--- config.mk ---
export PLATFORM = sky130hd
export DESIGN_NAME = fp_mult_pipe
export DESIGN_NICKNAME = d
export VERILOG_FILES = /design/src/rtl/fp_mult_pkg.sv /design/src/rtl/fp_round_pack.sv /design/src/rtl/fp_mult_pipe.sv
export SDC_FILE = /design/constraint.sdc
export NUM_CORES = 2
export LEC_CHECK = 0
export BUFFER_PORTS_ARGS = -buffer_cell sky130_fd_sc_hd__buf_2
export CORE_UTILIZATION = 30
export CTS_BUF_LIST = sky130_fd_sc_hd__clkbuf_4
export CTS_CLUSTER_DIAMETER = 120
export CTS_CLUSTER_SIZE = 14
export DETAILED_ROUTE_END_ITERATION = 8
export PLACE_DENSITY = 0.47
export SLEW_MARGIN = 0
export SYNTH_ARGS = -nofsm -noshare
export SYNTH_HDL_FRONTEND = slang
export SYNTH_HIERARCHICAL = 1
export SYNTH_SLANG_ARGS = --single-unit
--- constraint.sdc ---
create_clock -name clk -period 7.3 [get_ports clk]
set_clock_uncertainty 0.05 [all_clocks]
set_input_delay 1.46 -clock clk [delete_from_list [all_inputs] [get_ports clk]]
set_output_delay 1.46 -clock clk [all_outputs]
set_load 0.05 [all_outputs]
--- src/rtl/fp_mult_pkg.sv ---
// Shared types and helpers for the parametrised floating-point multiplier.
// The encoding helpers take the field widths as arguments, so other FP units can reuse them.
package fp_mult_pkg;

  // Operand classification. Subnormals are flushed and report as zero.
  typedef enum logic [1:0] {
    ClsZero,
    ClsNorm,
    ClsInf,
    ClsNan
  } fp_class_e;

  // Bit positions inside the 4-bit flags vector {exception, overflow, underflow, inexact}.
  localparam int unsigned FlagInexact   = 0;
  localparam int unsigned FlagUnderflow = 1;
  localparam int unsigned FlagOverflow  = 2;
  localparam int unsigned FlagException = 3;
  localparam int unsigned FlagW         = 4;

  // Exponent bias, 2^(exp_w-1)-1.
  function automatic int unsigned exp_bias(input int unsigned exp_w);
    return (32'd1 << (exp_w - 1)) - 32'd1;
  endfunction

  // All-ones exponent pattern, zero-extended to 64 bits.
  function automatic logic [63:0] exp_ones(input int unsigned exp_w);
    return (64'd1 << exp_w) - 64'd1;
  endfunction

  // Canonical quiet NaN {0, all-ones, 1, 0...}, zero-extended to 128 bits.
  function automatic logic [127:0] canon_nan(input int unsigned exp_w, input int unsigned man_w);
    logic [127:0] r;
    r = ((128'd1 << exp_w) - 128'd1) << man_w;
    r = r | (128'd1 << (man_w - 1));
    return r;
  endfunction

  // Classify one operand from its decoded exponent and mantissa properties.
  function automatic fp_class_e classify(input logic exp_is_zero, input logic exp_is_ones,
                                         input logic man_nonzero);
    fp_class_e c;
    if (exp_is_zero) begin
      c = ClsZero;
    end else if (exp_is_ones) begin
      c = man_nonzero ? ClsNan : ClsInf;
    end else begin
      c = ClsNorm;
    end
    return c;
  endfunction

endpackage

--- src/rtl/fp_round_pack.sv ---
// Combinational normalise / round / pack stage for a floating-point product.
// Resolves special operand classes, applies round-to-nearest-even (or truncation when rtz=1)
// and produces the packed result plus {exception, overflow, underflow, inexact} flags.
module fp_round_pack
  import fp_mult_pkg::*;
#(
  parameter int unsigned EXP_W = 8,
  parameter int unsigned MAN_W = 23
) (
  input  logic                     sign,
  input  fp_class_e                cls_a,
  input  fp_class_e                cls_b,
  input  logic [2*MAN_W+1:0]       prod,
  input  logic signed [EXP_W+1:0]  esum,
  input  logic                     rtz,
  output logic [EXP_W+MAN_W:0]     result,
  output logic [FlagW-1:0]         flags
);

  localparam int unsigned PROD_W = 2 * MAN_W + 2;
  localparam logic [EXP_W-1:0] EXP_ONES = EXP_W'(exp_ones(EXP_W));
  localparam logic [EXP_W+MAN_W:0] CANON_NAN = (EXP_W + MAN_W + 1)'(canon_nan(EXP_W, MAN_W));

  logic                    msb;
  logic [MAN_W-1:0]        mant;
  logic                    guard;
  logic                    sticky;
  logic                    inc;
  logic [MAN_W:0]          man_sum;
  logic signed [EXP_W+1:0] exp_n;
  logic signed [EXP_W+1:0] exp_f;
  logic                    ovf;
  logic                    unf;
  logic                    any_nan;
  logic                    any_inf;
  logic                    any_zero;

  // Normalise the product, round, then pick the result by class priority.
  always_comb begin
    msb = prod[PROD_W-1];
    if (msb) begin
      mant   = prod[PROD_W-2 -: MAN_W];
      guard  = prod[MAN_W];
      sticky = |prod[MAN_W-1:0];
    end else begin
      mant   = prod[PROD_W-3 -: MAN_W];
      guard  = prod[MAN_W-1];
      sticky = |prod[MAN_W-2:0];
    end

    inc     = !rtz && guard && (sticky || mant[0]);
    // A carry out of the mantissa leaves the low bits at zero, which is the renormalised value.
    man_sum = {1'b0, mant} + {{MAN_W{1'b0}}, inc};
    exp_n   = esum + {{(EXP_W + 1){1'b0}}, msb};
    exp_f   = exp_n + {{(EXP_W + 1){1'b0}}, man_sum[MAN_W]};

    ovf = !exp_f[EXP_W+1] && (exp_f[EXP_W:0] >= {1'b0, EXP_ONES});
    unf = exp_f[EXP_W+1] || (exp_f == '0);

    any_inf  = (cls_a == ClsInf) || (cls_b == ClsInf);
    any_zero = (cls_a == ClsZero) || (cls_b == ClsZero);
    any_nan  = (cls_a == ClsNan) || (cls_b == ClsNan) || (any_inf && any_zero);

    result = {sign, exp_f[EXP_W-1:0], man_sum[MAN_W-1:0]};
    flags  = '0;
    if (any_nan) begin
      result = CANON_NAN;
      flags[FlagException] = 1'b1;
    end else if (any_inf) begin
      result = {sign, EXP_ONES, {MAN_W{1'b0}}};
      flags[FlagException] = 1'b1;
    end else if (any_zero) begin
      result = {sign, {(EXP_W + MAN_W){1'b0}}};
    end else if (ovf) begin
      // Truncating rounding saturates to the largest finite magnitude instead of infinity.
      result = rtz ? {sign, EXP_ONES - EXP_W'(1), {MAN_W{1'b1}}}
                   : {sign, EXP_ONES, {MAN_W{1'b0}}};
      flags[FlagOverflow] = 1'b1;
      flags[FlagInexact]  = 1'b1;
    end else if (unf) begin
      result = {sign, {(EXP_W + MAN_W){1'b0}}};
      flags[FlagUnderflow] = 1'b1;
      flags[FlagInexact]   = 1'b1;
    end else begin
      flags[FlagInexact] = guard || sticky;
    end
  end

endmodule

--- src/rtl/fp_mult_pipe.sv ---
// 3-stage pipelined floating-point multiplier with valid/ready handshake and a pass-through tag.
// Stage 1 unpacks and classifies, stage 2 multiplies significands, stage 3 rounds and packs.
// The whole pipe advances as one unit, so a stalled output freezes every stage.
// Optional build macro FP_MULT_ROUND_MODE_EN adds the in_rnd port (0=RNE, 1=RTZ);
// without it rounding is always round-to-nearest-even.
module fp_mult_pipe
  import fp_mult_pkg::*;
#(
  parameter int unsigned EXP_W = 8,
  parameter int unsigned MAN_W = 23,
  parameter int unsigned TAG_W = 4
) (
  input  logic                   clk,
  input  logic                   reset,
  input  logic                   in_valid,
  output logic                   in_ready,
  input  logic [EXP_W+MAN_W:0]   in_a,
  input  logic [EXP_W+MAN_W:0]   in_b,
  input  logic [TAG_W-1:0]       in_tag,
`ifdef FP_MULT_ROUND_MODE_EN
  input  logic                   in_rnd,
`endif
  output logic                   out_valid,
  input  logic                   out_ready,
  output logic [EXP_W+MAN_W:0]   out_result,
  output logic [TAG_W-1:0]       out_tag,
  output logic [FlagW-1:0]       out_flags
);

  localparam int unsigned W      = 1 + EXP_W + MAN_W;
  localparam int unsigned SIG_W  = MAN_W + 1;
  localparam int unsigned PROD_W = 2 * MAN_W + 2;
  localparam logic [EXP_W-1:0] EXP_ONES = EXP_W'(exp_ones(EXP_W));
  localparam logic signed [EXP_W+1:0] BIAS = (EXP_W + 2)'(exp_bias(EXP_W));

  logic advance;
  logic rnd_c;

  // Unpacked operand fields.
  logic [EXP_W-1:0]        ea;
  logic [EXP_W-1:0]        eb;
  logic [MAN_W-1:0]        ma;
  logic [MAN_W-1:0]        mb;
  fp_class_e               cls_a_c;
  fp_class_e               cls_b_c;
  logic signed [EXP_W+1:0] esum_c;

  // Stage 1 registers.
  logic                    s1_valid;
  logic                    s1_sign;
  fp_class_e               s1_cls_a;
  fp_class_e               s1_cls_b;
  logic [SIG_W-1:0]        s1_sig_a;
  logic [SIG_W-1:0]        s1_sig_b;
  logic signed [EXP_W+1:0] s1_esum;
  logic [TAG_W-1:0]        s1_tag;
  logic                    s1_rnd;

  // Stage 2 registers.
  logic                    s2_valid;
  logic                    s2_sign;
  fp_class_e               s2_cls_a;
  fp_class_e               s2_cls_b;
  logic [PROD_W-1:0]       s2_prod;
  logic signed [EXP_W+1:0] s2_esum;
  logic [TAG_W-1:0]        s2_tag;
  logic                    s2_rnd;

  logic [W-1:0]            rp_result;
  logic [FlagW-1:0]        rp_flags;

`ifdef FP_MULT_ROUND_MODE_EN
  assign rnd_c = in_rnd;
`else
  assign rnd_c = 1'b0;
`endif

  assign advance  = !out_valid || out_ready;
  assign in_ready = advance;

  // Field extraction, classification and biased exponent sum for stage 1.
  always_comb begin
    ea      = in_a[W-2 -: EXP_W];
    eb      = in_b[W-2 -: EXP_W];
    ma      = in_a[MAN_W-1:0];
    mb      = in_b[MAN_W-1:0];
    cls_a_c = classify(ea == '0, ea == EXP_ONES, ma != '0);
    cls_b_c = classify(eb == '0, eb == EXP_ONES, mb != '0);
    esum_c  = $signed({2'b00, ea}) + $signed({2'b00, eb}) - BIAS;
  end

  // Stage 1: register unpacked operands.
  always_ff @(posedge clk or posedge reset) begin
    if (reset) begin
      s1_valid <= 1'b0;
      s1_sign  <= 1'b0;
      s1_cls_a <= ClsZero;
      s1_cls_b <= ClsZero;
      s1_sig_a <= '0;
      s1_sig_b <= '0;
      s1_esum  <= '0;
      s1_tag   <= '0;
      s1_rnd   <= 1'b0;
    end else if (advance) begin
      s1_valid <= in_valid;
      s1_sign  <= in_a[W-1] ^ in_b[W-1];
      s1_cls_a <= cls_a_c;
      s1_cls_b <= cls_b_c;
      s1_sig_a <= {1'b1, ma};
      s1_sig_b <= {1'b1, mb};
      s1_esum  <= esum_c;
      s1_tag   <= in_tag;
      s1_rnd   <= rnd_c;
    end
  end

  // Stage 2: full-width significand product.
  always_ff @(posedge clk or posedge reset) begin
    if (reset) begin
      s2_valid <= 1'b0;
      s2_sign  <= 1'b0;
      s2_cls_a <= ClsZero;
      s2_cls_b <= ClsZero;
      s2_prod  <= '0;
      s2_esum  <= '0;
      s2_tag   <= '0;
      s2_rnd   <= 1'b0;
    end else if (advance) begin
      s2_valid <= s1_valid;
      s2_sign  <= s1_sign;
      s2_cls_a <= s1_cls_a;
      s2_cls_b <= s1_cls_b;
      s2_prod  <= PROD_W'(s1_sig_a) * PROD_W'(s1_sig_b);
      s2_esum  <= s1_esum;
      s2_tag   <= s1_tag;
      s2_rnd   <= s1_rnd;
    end
  end

  fp_round_pack #(
    .EXP_W (EXP_W),
    .MAN_W (MAN_W)
  ) u_round_pack (
    .sign   (s2_sign),
    .cls_a  (s2_cls_a),
    .cls_b  (s2_cls_b),
    .prod   (s2_prod),
    .esum   (s2_esum),
    .rtz    (s2_rnd),
    .result (rp_result),
    .flags  (rp_flags)
  );

  // Stage 3: output register, held while the consumer stalls.
  always_ff @(posedge clk or posedge reset) begin
    if (reset) begin
      out_valid  <= 1'b0;
      out_result <= '0;
      out_tag    <= '0;
      out_flags  <= '0;
    end else if (advance) begin
      out_valid  <= s2_valid;
      out_result <= rp_result;
      out_tag    <= s2_tag;
      out_flags  <= rp_flags;
    end
  end

endmodule

# After elaboration in Yosys (flattened, before gate mapping)

Cells that the tools add are included.

Flip-flop bits (word level): 177
Bits in latches: 0
RAM bits: 0
Bits in read-only memories: 0
Memories: 0

$add $sub $neg: 5
Multipliers: 1
Divide/modulo/power cells: 0
Order comparisons: 1
Eq/ne operators: 6
Shift operators: 0
Mux-type cells: 24
Bitwise logic cells: 1
Reductions and logical operators: 22

Operators with widths:

| operator                                             | count |
|---|---|
| two-way mux 31 bit                                   | 4 |
| multiplier 24 x 24 -> 48 bit                         | 1 |
| nonzero test 23 bit                                  | 2 |
| two-way mux 32 bit                                   | 1 |
| adder 23 x 1 -> 24 bit                               | 1 |
| two-way mux 23 bit                                   | 1 |
| OR reduction 23 bit                                  | 1 |
| OR reduction 22 bit                                  | 1 |
| adder 10 x 1 -> 10 bit                               | 2 |
| == test 8 bit (second input constant)                | 2 |
| zero test 8 bit                                      | 2 |
| two-way mux 1 bit                                    | 11 |
| zero test 10 bit                                     | 1 |
| subtractor 9 x 7 -> 10 bit (second input constant)   | 1 |
| adder 8 x 8 -> 9 bit                                 | 1 |
| >= comparator 9 x 8 -> 1 bit (second input constant) | 1 |
| two-way mux 3 bit                                    | 3 |
| == test 2 bit (second input constant)                | 4 |
| logical OR 1 bit                                     | 8 |
| two-way mux 2 bit                                    | 4 |
| zero test 2 bit                                      | 2 |
| logical AND 1 bit                                    | 3 |
| zero test 1 bit                                      | 2 |
| bitwise XOR 1 bit                                    | 1 |

# Depth between registers and ports, before layout

Depth after elaboration: 13
Gate-level depth with buffers: 26
Mapped depth without buffers: 24

# Hierarchy

The synthesis kept the hierarchy.

By module, submodules not included:

| module        | times used | cells an instance | area an instance (um^2) |
|---|---|---|---|
| fp_mult_pipe  | 1          | 2960              | 26085.0 |
| fp_round_pack | 1          | 295               | 1943.1 |

# Worst setup path before layout

No wires, ideal clock.

Path kind: reg-to-reg
Start point: register s1_sig_b[3]
End point: register s2_prod[40]
Arrival: 6298 ps
Required time: 7120 ps
Slack: 822 ps
Stages on the path, launching flop included: 26
Path buffers: 1
Path through: dfrtp_1 -> clkbuf_1 -> nand2_1 -> fa_1 -> inv_1 -> fa_1 -> inv_1 -> fa_1 -> inv_1 -> fa_1 -> inv_1 -> fa_1 -> inv_1 -> fa_1 -> inv_1 -> fa_1 -> inv_1 -> ha_1 -> and3_1 -> nand2_1 -> a211o_1 -> a21oi_1 -> o31ai_4 -> o21bai_1 -> nor4b_1 -> nor3_1

Word-level cells in the longest chain between the ends: 1

Ends and longest elaborated chain:

| element                      | line                | text |
|---|---|---|
| start: declaration           | fp_mult_pipe.sv:54  | `logic [SIG_W-1:0] s1_sig_b;` |
| start signal: assignment     | fp_mult_pipe.sv:110 | `s1_sig_b <= {1'b1, mb};` |
| multiplier 24 x 24 -> 48 bit | fp_mult_pipe.sv:133 | `s2_prod <= PROD_W'(s1_sig_a) * PROD_W'(s1_sig_b);` |
| end signal: assignment       | fp_mult_pipe.sv:133 |  |
| end: declaration             | fp_mult_pipe.sv:64  | `logic [PROD_W-1:0] s2_prod;` |

Every way passes these cells.
A chain may end at the register's enable or synchronous reset.

# Final worst setup path

Start point: register s1_sig_b[0]
End point: register s2_prod[45]

Same word-level chain as after synthesis.

==> results.json <==
{
  "setup_viol": 0,
  "synthFlopType": "dfrtp_1",
  "dieHeight_microns": 308,
  "status": "completed",
  "synth_edf_count": 0,
  "synth-seq-area-share": 0.157,
  "crit_type": "flip-flop to flip-flop",
  "critPathMaxStageDelay_ns": 0.55,
  "ant_nets": 0,
  "holdCritPathClass": "flip-flop to flip-flop",
  "cpLargestDelayFamily": "adder cells",
  "synth-async-reset-ratio": 1.00,
  "cts_tree": "yes",
  "wl_microns": 76700,
  "ys_ff_latch": 176,
  "die_x_microns": 308,
  "htree_levels": 4,
  "hold_viol": 0,
  "num_vias": 21175,
  "grt_overflow_total": 0,
  "drt_iter0_drc": 895,
  "clkTransAtPathRegs_ns": 0.19,
  "fin_crit_sh": 0.957,
  "worstPathMaxFanout": 17,
  "slew_headroom": 0.179,
  "syn_to_final_growth_pct": 9.62,
  "fmax_mhz": 143,
  "hpwlAfterDp_microns": 63600,
  "critPathMostFrequentCell": "fa_1",
  "crit_chain": "buf_4 > and2_1 > fa_1 > inv_1 > fa_1 > inv_1 > fa_1 > ha_1 > inv_1 > fa_1 > inv_1 > fa_1 > fa_1 > ha_1 > and3_2 > nand2_1 > a31o_4 > o41a_4 > o31ai_4 > a41oi_1 > xor2_1 > o21ai_1",
  "start_kind": "flip-flop",
  "r2r-start": "s1_sig_b[0]",
  "drtPass1Iterations": 5,
  "syn_nets": 4002,
  "cts_buffer_depth": 2,
  "grt_pass1_wl_microns": 126000,
  "cts-root-buf": "clkbuf_4",
  "post-route-drc-count": 0,
  "netlist-cell-type-count": 74,
  "place_congestion": 0.832,
  "slew_viol_final": 0,
  "grtUsageTotal": 0.171,
  "min_to": "out_tag[2]",
  "crit_required_ns": 7.90,
  "end_kind": "flip-flop",
  "mostFrequentLayoutCells": "725 x nand2_1, 584 x inv_1, 484 x fa_1, 296 x and2_1, 191 x ha_1",
  "period_minus_slack_ns": 6.99,
  "ios": 114,
  "synthesis.area_sq_um": 28000,
  "antenna_found_initial": 5,
  "crit_buf_inv": 5,
  "grt_max_degree": 79,
  "wl_per_cell_microns": 16.7,
  "final_nets": 4072,
  "cts_buffers": 17,
  "tightest_slew_ns": 1.22,
  "clock_latency_ns": 0.79,
  "layout_commonest_cell": "nand2_1",
  "maxCapViolCount": 0,
  "rsz0062_at_grt": "false",
  "cp.arrival_ns": 7.58,
  "setup_tns_ns": 0,
  "layout-drive-gt1-share": 0.0896,
  "syn_avg_cell_area_sq_um": 8.61,
  "syn_inst": 3255,
  "rrSetupSlack_ns": 0.31,
  "crit_slowest_cell": "fa_1",
  "grt_pass1_vias": 22622,
  "std_cell_rows": 111,
  "port_buffers": 113,
  "core-area_sq_um": 92100,
  "worst_r2r_endpoint": "s2_prod[45]",
  "cts_sinks": 176,
  "floorplan.initialDensity": 0.304,
  "viasPerCell": 4.62,
  "reg2reg_depth": 22,
  "min_from": "out_tag[2]",
  "die_area_sq_um": 94700,
  "ys_warn_count": 6,
  "cts_hold_buf": 0,
  "whs_path_depth": 2
}
==> flip-flops by register name, summed over array words and instances (netlist names) <==
| name | flops |
|---|---|
| s1_cls_b | 2 |
| out_valid | 1 |
| s1_sig_a | 24 |
| out_result | 32 |
| s1_sign | 1 |
| s2_cls_b | 2 |
| s1_esum | 10 |
| s1_sig_b | 23 |
| s1_valid | 1 |
| s2_tag | 4 |
| s2_prod | 48 |
| s2_valid | 1 |
| s2_cls_a | 2 |
| out_flags | 4 |
| s1_cls_a | 2 |
| out_tag | 4 |
| s1_tag | 4 |
| s2_esum | 10 |
| s2_sign | 1 |
==> worst register-to-register path, cell delays in order (launching register included) <==
cell and delay, ns:
dfrtp_2 0.51, buf_4 0.23, and2_1 0.20, fa_1 0.53, inv_1 0.05, fa_1 0.53
inv_1 0.05, fa_1 0.53, ha_1 0.14, inv_1 0.06, fa_1 0.49, inv_1 0.06
fa_1 0.55, fa_1 0.44, ha_1 0.41, and3_2 0.24, nand2_1 0.12, a31o_4 0.28
o41a_4 0.48, o31ai_4 0.41, a41oi_1 0.22, xor2_1 0.19, o21ai_1 0.07
==> repair_timing <==
action / CTS / global route
buffers inserted: 0 / 4
gates resized for setup: 1 / 23
setup endpoints to repair: 1 / 13
pin swaps: 0 / 0
==> layout make-up <==
type / count / area (sq um)
multi-input combinational: 2330 / 20800
clock buffer: 18 / 135
antenna: 7 / 17.5
fill: 9832 / 61400
inverter: 586 / 2210
clock inverter: 14 / 156
sequential: 176 / 4430
tap: 1243 / 1560
timing repair buffer: 214 / 1390
==> kinds of logic (layout without fill, tap and decap cells) <==
| logic type | count (synthesis) | count (layout) | share of synthesized area |
|---|---|---|---|
| buf+inv | 749 | 832 | 0.101 |
| other cells | 1 | 8 | 0.000134 |
| simple gates | 1260 | 1260 | 0.209 |
| compound gates | 296 | 296 | 0.0697 |
| mux | 21 | 21 | 0.00790 |
| flops | 176 | 176 | 0.157 |
| xor+xnor | 77 | 77 | 0.0241 |
| fa+ha+maj | 675 | 675 | 0.431 |
==> metrics by stage <==
step                      utilization  cell area [sq um]  hold WS (ns)  instances  worst slack (ns)
after global placement          0.329              30300         0.393       4545           -0.0456
after floorplan                     -              28000         0.380       3255             0.822
after CTS                       0.332              30600         0.438       4577            0.0425
final                           0.334              30700         0.431       4588             0.313
after global routing            0.334              30700         0.462       4587          0.000279
after detailed placement        0.329              30300         0.398       4545           0.00290
==> cells in the mapped netlist, types with 8 or more instances <==
master	instances	share of area
nand2_1	725	0.097
inv_1	585	0.078
fa_1	484	0.35
and2_1	296	0.066
ha_1	191	0.085
dfrtp_1	176	0.16
clkbuf_1	144	0.019
a21oi_1	105	0.019
nor2_1	88	0.012
xnor2_1	47	0.015
o21ai_0	45	0.0080
nand3_1	32	0.0057
xor2_1	30	0.0094
nor4_1	25	0.0056
a211oi_1	24	0.0064
nor3_1	18	0.0032
nand4_1	17	0.0038
a21o_1	14	0.0037
o211ai_1	13	0.0035
o21bai_1	13	0.0035
mux2i_1	12	0.0043
o21a_1	11	0.0029
a31oi_1	9	0.0020
buf_1	9	0.0012
nor2b_1	9	0.0020
and3_1	8	0.0018
and4_1	8	0.0025
buf_2	8	0.0014
mux2_2	8	0.0032
o21ai_1	8	0.0014
or4_1	8	0.0021
==> metal layers <==
layer	global-route usage	vias to the layer above	share of wire
li1	-	10076	-
met1	0.228	10728	0.45
met2	0.292	311	0.49
met3	0.0266	60	0.037
met4	0.0340	0	0.016
met5	0	-	0
==> worst max-delay path by stage <==
stage / depth (start not counted) / slack [ns] / endpoint / startpoint
finish: 22 / 0.31 / s2_prod[45] / s1_sig_b[0]
global route: 22 / 0.0003 / s2_prod[46] / s1_sig_a[16]
CTS: 23 / 0.04 / s2_prod[46] / s1_sig_b[4]
detailed placement: 22 / 0.003 / s2_prod[46] / s1_sig_b[9]
global placement: 22 / -0.05 / s2_prod[46] / s1_sig_b[9]
floorplan: 25 / 0.82 / s2_prod[40] / s1_sig_b[3]
Power is left out: the tool's default activity adds up to more than one toggle a clock period on the data nets, which glitch-free logic cannot reach.
